[src/rtl/alu_cmd_sequencer.sv]
// rtl/alu_cmd_sequencer.sv - command FIFO and one-at-a-time issue/response sequencer for an external combinational ALU
module alu_cmd_sequencer #(
    parameter int N     = 8,
    parameter int DEPTH = 4
) (
    input  logic                       clk,
    input  logic                       rst,
    input  logic                       cmd_valid,
    output logic                       cmd_ready,
    input  logic [N-1:0]               cmd_a,
    input  logic [N-1:0]               cmd_b,
    input  logic [2:0]                 cmd_op,
    output logic [N-1:0]               alu_a,
    output logic [N-1:0]               alu_b,
    output logic [2:0]                 alu_opcode,
    input  logic [N-1:0]               alu_result,
    output logic                       rsp_valid,
    input  logic                       rsp_ready,
    output logic [N-1:0]               rsp_data,
    output logic                       rsp_illegal,
    output logic [$clog2(DEPTH):0]     fifo_level,
    output logic                       busy,
    output logic [15:0]                ops_done
);
    localparam int AW = $clog2(DEPTH);
    localparam int LW = AW + 1;

    typedef enum logic [1:0] {IDLE, ISSUE, RESP} state_t;

    state_t          state;
    logic [N-1:0]    mem_a  [DEPTH];
    logic [N-1:0]    mem_b  [DEPTH];
    logic [2:0]      mem_op [DEPTH];
    logic [AW-1:0]   wr_ptr;
    logic [AW-1:0]   rd_ptr;
    logic            full;
    logic            not_empty;
    logic            push;
    logic            rsp_hs;
    logic            pop;

    assign full      = (fifo_level == LW'(DEPTH));
    assign not_empty = (fifo_level != '0);
    assign cmd_ready = !full;
    assign push      = cmd_valid && cmd_ready;
    assign rsp_hs    = (state == RESP) && rsp_valid && rsp_ready;
    // A pop only ever happens when the next op can be loaded straight into ISSUE.
    assign pop       = not_empty && ((state == IDLE) || rsp_hs);
    assign busy      = (state != IDLE) || not_empty;

    always_ff @(posedge clk) begin
        if (push) begin
            mem_a[wr_ptr]  <= cmd_a;
            mem_b[wr_ptr]  <= cmd_b;
            mem_op[wr_ptr] <= cmd_op;
        end
    end

    always_ff @(posedge clk or posedge rst) begin
        if (rst) begin
            wr_ptr     <= '0;
            rd_ptr     <= '0;
            fifo_level <= '0;
        end else begin
            if (push) wr_ptr <= wr_ptr + AW'(1);
            if (pop)  rd_ptr <= rd_ptr + AW'(1);
            case ({push, pop})
                2'b10:   fifo_level <= fifo_level + LW'(1);
                2'b01:   fifo_level <= fifo_level - LW'(1);
                default: fifo_level <= fifo_level;
            endcase
        end
    end

    always_ff @(posedge clk or posedge rst) begin
        if (rst) begin
            state       <= IDLE;
            alu_a       <= '0;
            alu_b       <= '0;
            alu_opcode  <= '0;
            rsp_valid   <= 1'b0;
            rsp_data    <= '0;
            rsp_illegal <= 1'b0;
            ops_done    <= '0;
        end else begin
            case (state)
                IDLE: begin
                    if (pop) begin
                        alu_a      <= mem_a[rd_ptr];
                        alu_b      <= mem_b[rd_ptr];
                        alu_opcode <= mem_op[rd_ptr];
                        state      <= ISSUE;
                    end
                end
                ISSUE: begin
                    rsp_data    <= alu_result;
                    rsp_illegal <= alu_opcode[2];
                    rsp_valid   <= 1'b1;
                    state       <= RESP;
                end
                RESP: begin
                    if (rsp_hs) begin
                        ops_done  <= ops_done + 16'd1;
                        rsp_valid <= 1'b0;
                        if (pop) begin
                            alu_a      <= mem_a[rd_ptr];
                            alu_b      <= mem_b[rd_ptr];
                            alu_opcode <= mem_op[rd_ptr];
                            state      <= ISSUE;
                        end else begin
                            state <= IDLE;
                        end
                    end
                end
                default: state <= IDLE;
            endcase
        end
    end
endmodule

[config.mk]
export PLATFORM = sky130hd
export DESIGN_NAME = alu_cmd_sequencer
export DESIGN_NICKNAME = d
export VERILOG_FILES = /design/src/rtl/alu_cmd_sequencer.sv
export SDC_FILE = /design/constraint.sdc
export NUM_CORES = 1
export LEC_CHECK = 0
export BUFFER_PORTS_ARGS = -buffer_cell sky130_fd_sc_hd__buf_2
export CAP_MARGIN = 0
export CORE_ASPECT_RATIO = 1.2
export CORE_MARGIN = 1
export CORE_UTILIZATION = 60
export DETAILED_ROUTE_END_ITERATION = 10
export PLACE_DENSITY = 0.86
export REMOVE_ABC_BUFFERS = 1
export SYNTH_ARGS = -nofsm -noshare
export SYNTH_HDL_FRONTEND = slang
export SYNTH_SLANG_ARGS = --single-unit
export TNS_END_PERCENT = 5
[constraint.sdc]
create_clock -name clk -period 4.7 [get_ports clk]
set_clock_uncertainty 0.05 [all_clocks]
set_input_delay 0 -clock clk [delete_from_list [all_inputs] [get_ports clk]]
set_output_delay 0 -clock clk [all_outputs]
set_load 0.005 [all_outputs]
==> impl_summary.log <==
[metrics] run status: finished clean
[metrics] VDD IR max: 471 uV
[metrics] post-synth top area share: 0.452
[metrics] unrepaired setup endpoints after global routing: false
[metrics] clock tree from TritonCTS: yes
[metrics] Final Critical Period: 2.41 ns
[metrics] fraction of synthesized cell area in xor and xnor cells: 0.0364
[metrics] count of antenna diodes in the layout: 0
[metrics] total core area: 8150 um2
[metrics] first-pass GRT wire length: 14.3 mm
[metrics] total I/O pin count: 81
[metrics] DR WL/cell: 18.1 um
[metrics] Setup Slack @ Placement: 2.32 ns
[metrics] Post-Synth Simple-Gate Area: 0.0446
[metrics] maximum operating frequency: 414 MHz
[metrics] post-synthesis compound-gate area fraction: 0.00718
[metrics] leakage component of the power: 2.64 nW
[metrics] drt first pass iters: 4
[metrics] Total Die Area: 8790 um2
[metrics] routed via count: 2758
[metrics] pwr dens: 643 nW/um2
[metrics] CP max stage cell: dfrtp_1
[metrics] First DRT Iteration DRCs: 91
[metrics] maximum number of pins on one net before global-route repair: 55
[metrics] endpoint arrival time on the critical path: 2.80 ns
[metrics] Final ANT Viol Nets: 0
[metrics] Worst Setup Slack, final: 2.29 ns
[metrics] most frequent cell on the critical path: xor2_1
[metrics] post-synthesis cell type with the largest combined area: edfxtp_1
[metrics] root buffer selected by CTS: clkbuf_8
[metrics] multiplexer fraction of the synthesized cell area: 0.157
[metrics] Adder-Cell Fraction of Synth Area: 0.0188
[metrics] final-layout setup total negative slack: 0 ns
[metrics] number of storage elements in the synthesis netlist: 130
[metrics] number of distinct library cell variants in the gate-level netlist after synthesis: 29
[metrics] Cell Chain, Critical Path: nand2_1 -> a211oi_4 -> buf_4 -> ha_1 -> inv_1 -> fa_1 -> xor2_1 -> nor2_1 -> xor2_1
[metrics] HPWL reported at the end of detailed placement: 5.07 mm
[metrics] utilization of the core after routing: 0.789
[metrics] detailed-route DRC error count: 0
[metrics] main combinational cell family by area after synthesis: multiplexers
[metrics] number of buffers created by CTS: 17
[metrics] max-slew violation count: 0
[metrics] largest stage delay on the critical path: 0.42 ns
[metrics] R2R cell count: 9
[metrics] number of sinks handled by clock tree synthesis: 130
[metrics] port buffer count: 80
[metrics] maximum capacitance violations: 0
[metrics] row count: 36
[metrics] count of fill cells added during filler insertion: 448
[metrics] buffer levels on the longest clock path: 2
[metrics] effective utilization at floorplan: 0.620
[metrics] clock insertion delay at the later pin of the skew report: 0.51 ns
[metrics] leftover overflow at the end of global routing: 0
[metrics] Design Power: 4.13 mW
[metrics] number of global-route vias before repair: 2829
[metrics] leading cell types by total area after synthesis: edfxtp_1 (45%), dfrtp_1 (27%), mux2_2 (6.7%)
[metrics] final count of negative-setup-slack endpoints: 0
[metrics] kind of critical path: flip-flop to flip-flop
[metrics] final hold slack: 0.181 ns
[metrics] Total Routing Usage GR: 0.230
[metrics] count of endpoints failing hold in the final timing report: 0
[metrics] final cycle utilization of the critical path: 0.514
[metrics] Crit path required time: 5.08 ns
[metrics] category of the worst setup path capture point: flip-flop
[metrics] cells resized by post-CTS repair: 0
[metrics] critical path startpoint category: flip-flop
[metrics] biggest fanout along the worst timing path: 22
[metrics] H-tree depth reported by CTS: 4
[metrics] share of synthesized area occupied by flip-flops and latches: 0.719
[metrics] number of synthesis warnings: 0
[metrics] number of antenna violations at the first check in global routing: 0
[metrics] Worst-path clk slew: 0.06 ns
[metrics] path type of the worst min-delay path: primary input to asynchronous set/reset pin
[metrics] drt total wl: 9.31 mm
[metrics] Die X: 85.8 um
[metrics] signed area change from the synthesized netlist to the final layout: 27.2%
[metrics] DIE HEIGHT: 103 um
[metrics] max-slew headroom at the worst pin: 0.307
[metrics] slew of the pin with the lowest slew margin: 1.04 ns
[metrics] RePlAce Congestion: 0.772
[metrics] average via count per standard cell: 5.37
[metrics] Avg Cell Area, Syn: 19.3 um2
[metrics] Layout Nets: 425
[metrics] Cell Area, Synth: 5050 um2
[metrics] share of cells above drive strength 1: 0.413
[metrics] post-synthesis cell count: 262
[per-layer routing]
| layer | wire length [um] | part of all wire | up-vias | GRT usage |
|---|---|---|---|---|
| met5 | 0 | 0 | - | 0 |
| met4 | 115 | 0.012 | 0 | 0.0885 |
| li1 | - | - | 1251 | - |
| met3 | 388 | 0.042 | 15 | 0.0697 |
| met2 | 5040 | 0.54 | 93 | 0.410 |
| met1 | 3770 | 0.40 | 1399 | 0.264 |
[state kept, by name, summed over array words and instances (netlist names), 3 cells and up]
register    cells
mem_a          32
mem_b          32
ops_done       16
mem_op         12
alu_a           8
alu_b           8
rsp_data        8
alu_opcode      3
fifo_level      3
[final timing paths]
path / start / endpoint / slack (ns)
max: rsp_valid$_DFFE_PP0P_ / fifo_level[2]$_DFFE_PP0P_ / 2.29
max reg2reg: rsp_valid$_DFFE_PP0P_ / fifo_level[2]$_DFFE_PP0P_ / 2.29
min: rst / ops_done[7]$_DFFE_PP0P_ / 0.18
min in group clk: cmd_op[1] / mem_op[3][1]$_DFFE_PP_ / 0.19
max in group asynchronous: rst / alu_b[4]$_DFFE_PP0P_ / 3.96
min reg2reg: ops_done[15]$_DFFE_PP0P_ / ops_done[15]$_DFFE_PP0P_ / 0.41
[layout make-up]
type / instances / area [um2] / area share
multi-input combinational: 118 / 1340 / 0.209
timing repair buffer: 113 / 723 / 0.112
sequential: 130 / 3630 / 0.565
clock buffer: 17 / 414 / 0.0644
tap: 114 / 143 / 0.0222
clock inverter: 15 / 146 / 0.0228
inverter: 7 / 26.3 / 0.00409
[worst max-delay path, delay by kind of cell, from the launching register on]
family | cells | cell delay, ns
compound gates | 1 | 0.25
xor+xnor | 2 | 0.30
fa+ha+maj | 2 | 0.63
buf+inv | 2 | 0.40
flops | 1 | 0.42
simple gates | 2 | 0.27
[cells in the mapped netlist (all sizes together)]
cell,count
nor2b,1
nand4b,1
edfxtp,76
and2b,1
and3,4
mux2,30
ha,6
nor3,3
nand3,8
a211oi,2
xor2,7
mux4,19
xnor2,14
nor2,5
a21o,2
mux2i,1
and4,2
fa,1
dfrtp,54
nand4,3
clkbuf,2
inv,7
buf,5
nand2,8
[logic make-up after synthesis]
family          after synthesis
fa+ha+maj                     7
flops                       130
buf+inv                      14
simple gates                 36
compound gates                4
mux                          50
xor+xnor                     21
[metrics by stage]
| step | instance area, um2 | cells |
|---|---|---|
| floorplan | 4990 | 255 |
| global placement | 5570 | 452 |
| finish | 6430 | 514 |
| CTS | 6430 | 514 |
| global route | 6430 | 514 |
| detailed placement | 5570 | 452 |
[what timing repair did]
item                                    CTS  global route
hold buffers                             30             0
endpoints found under the setup margin    0             0
buffers inserted                          0             0
hold endpoints to repair                153             0
[report_power, final]
part / internal [mW] / leakage, nW / switching, mW / total (mW)
combinational: 0.624 / 1.02 / 0.499 / 1.12
clock: 0.714 / 0.271 / 0.505 / 1.22
sequential: 1.56 / 1.36 / 0.231 / 1.79
[placed cells by master (no fill, tap or decap), types with 5 or more instances in the layout]
cell type / count
ha_1: 6
dfrtp_1: 54
mux4_1: 5
inv_1: 6
nor2_1: 5
buf_2: 80
dlygate4sd3_1: 30
xor2_1: 7
inv_6: 7
edfxtp_1: 76
nand2_1: 8
nand3_1: 8
clkbuf_16: 16
mux2_2: 30
xnor2_1: 14
mux4_2: 14
No activity file was read; power rests on OpenSTA's default activity.
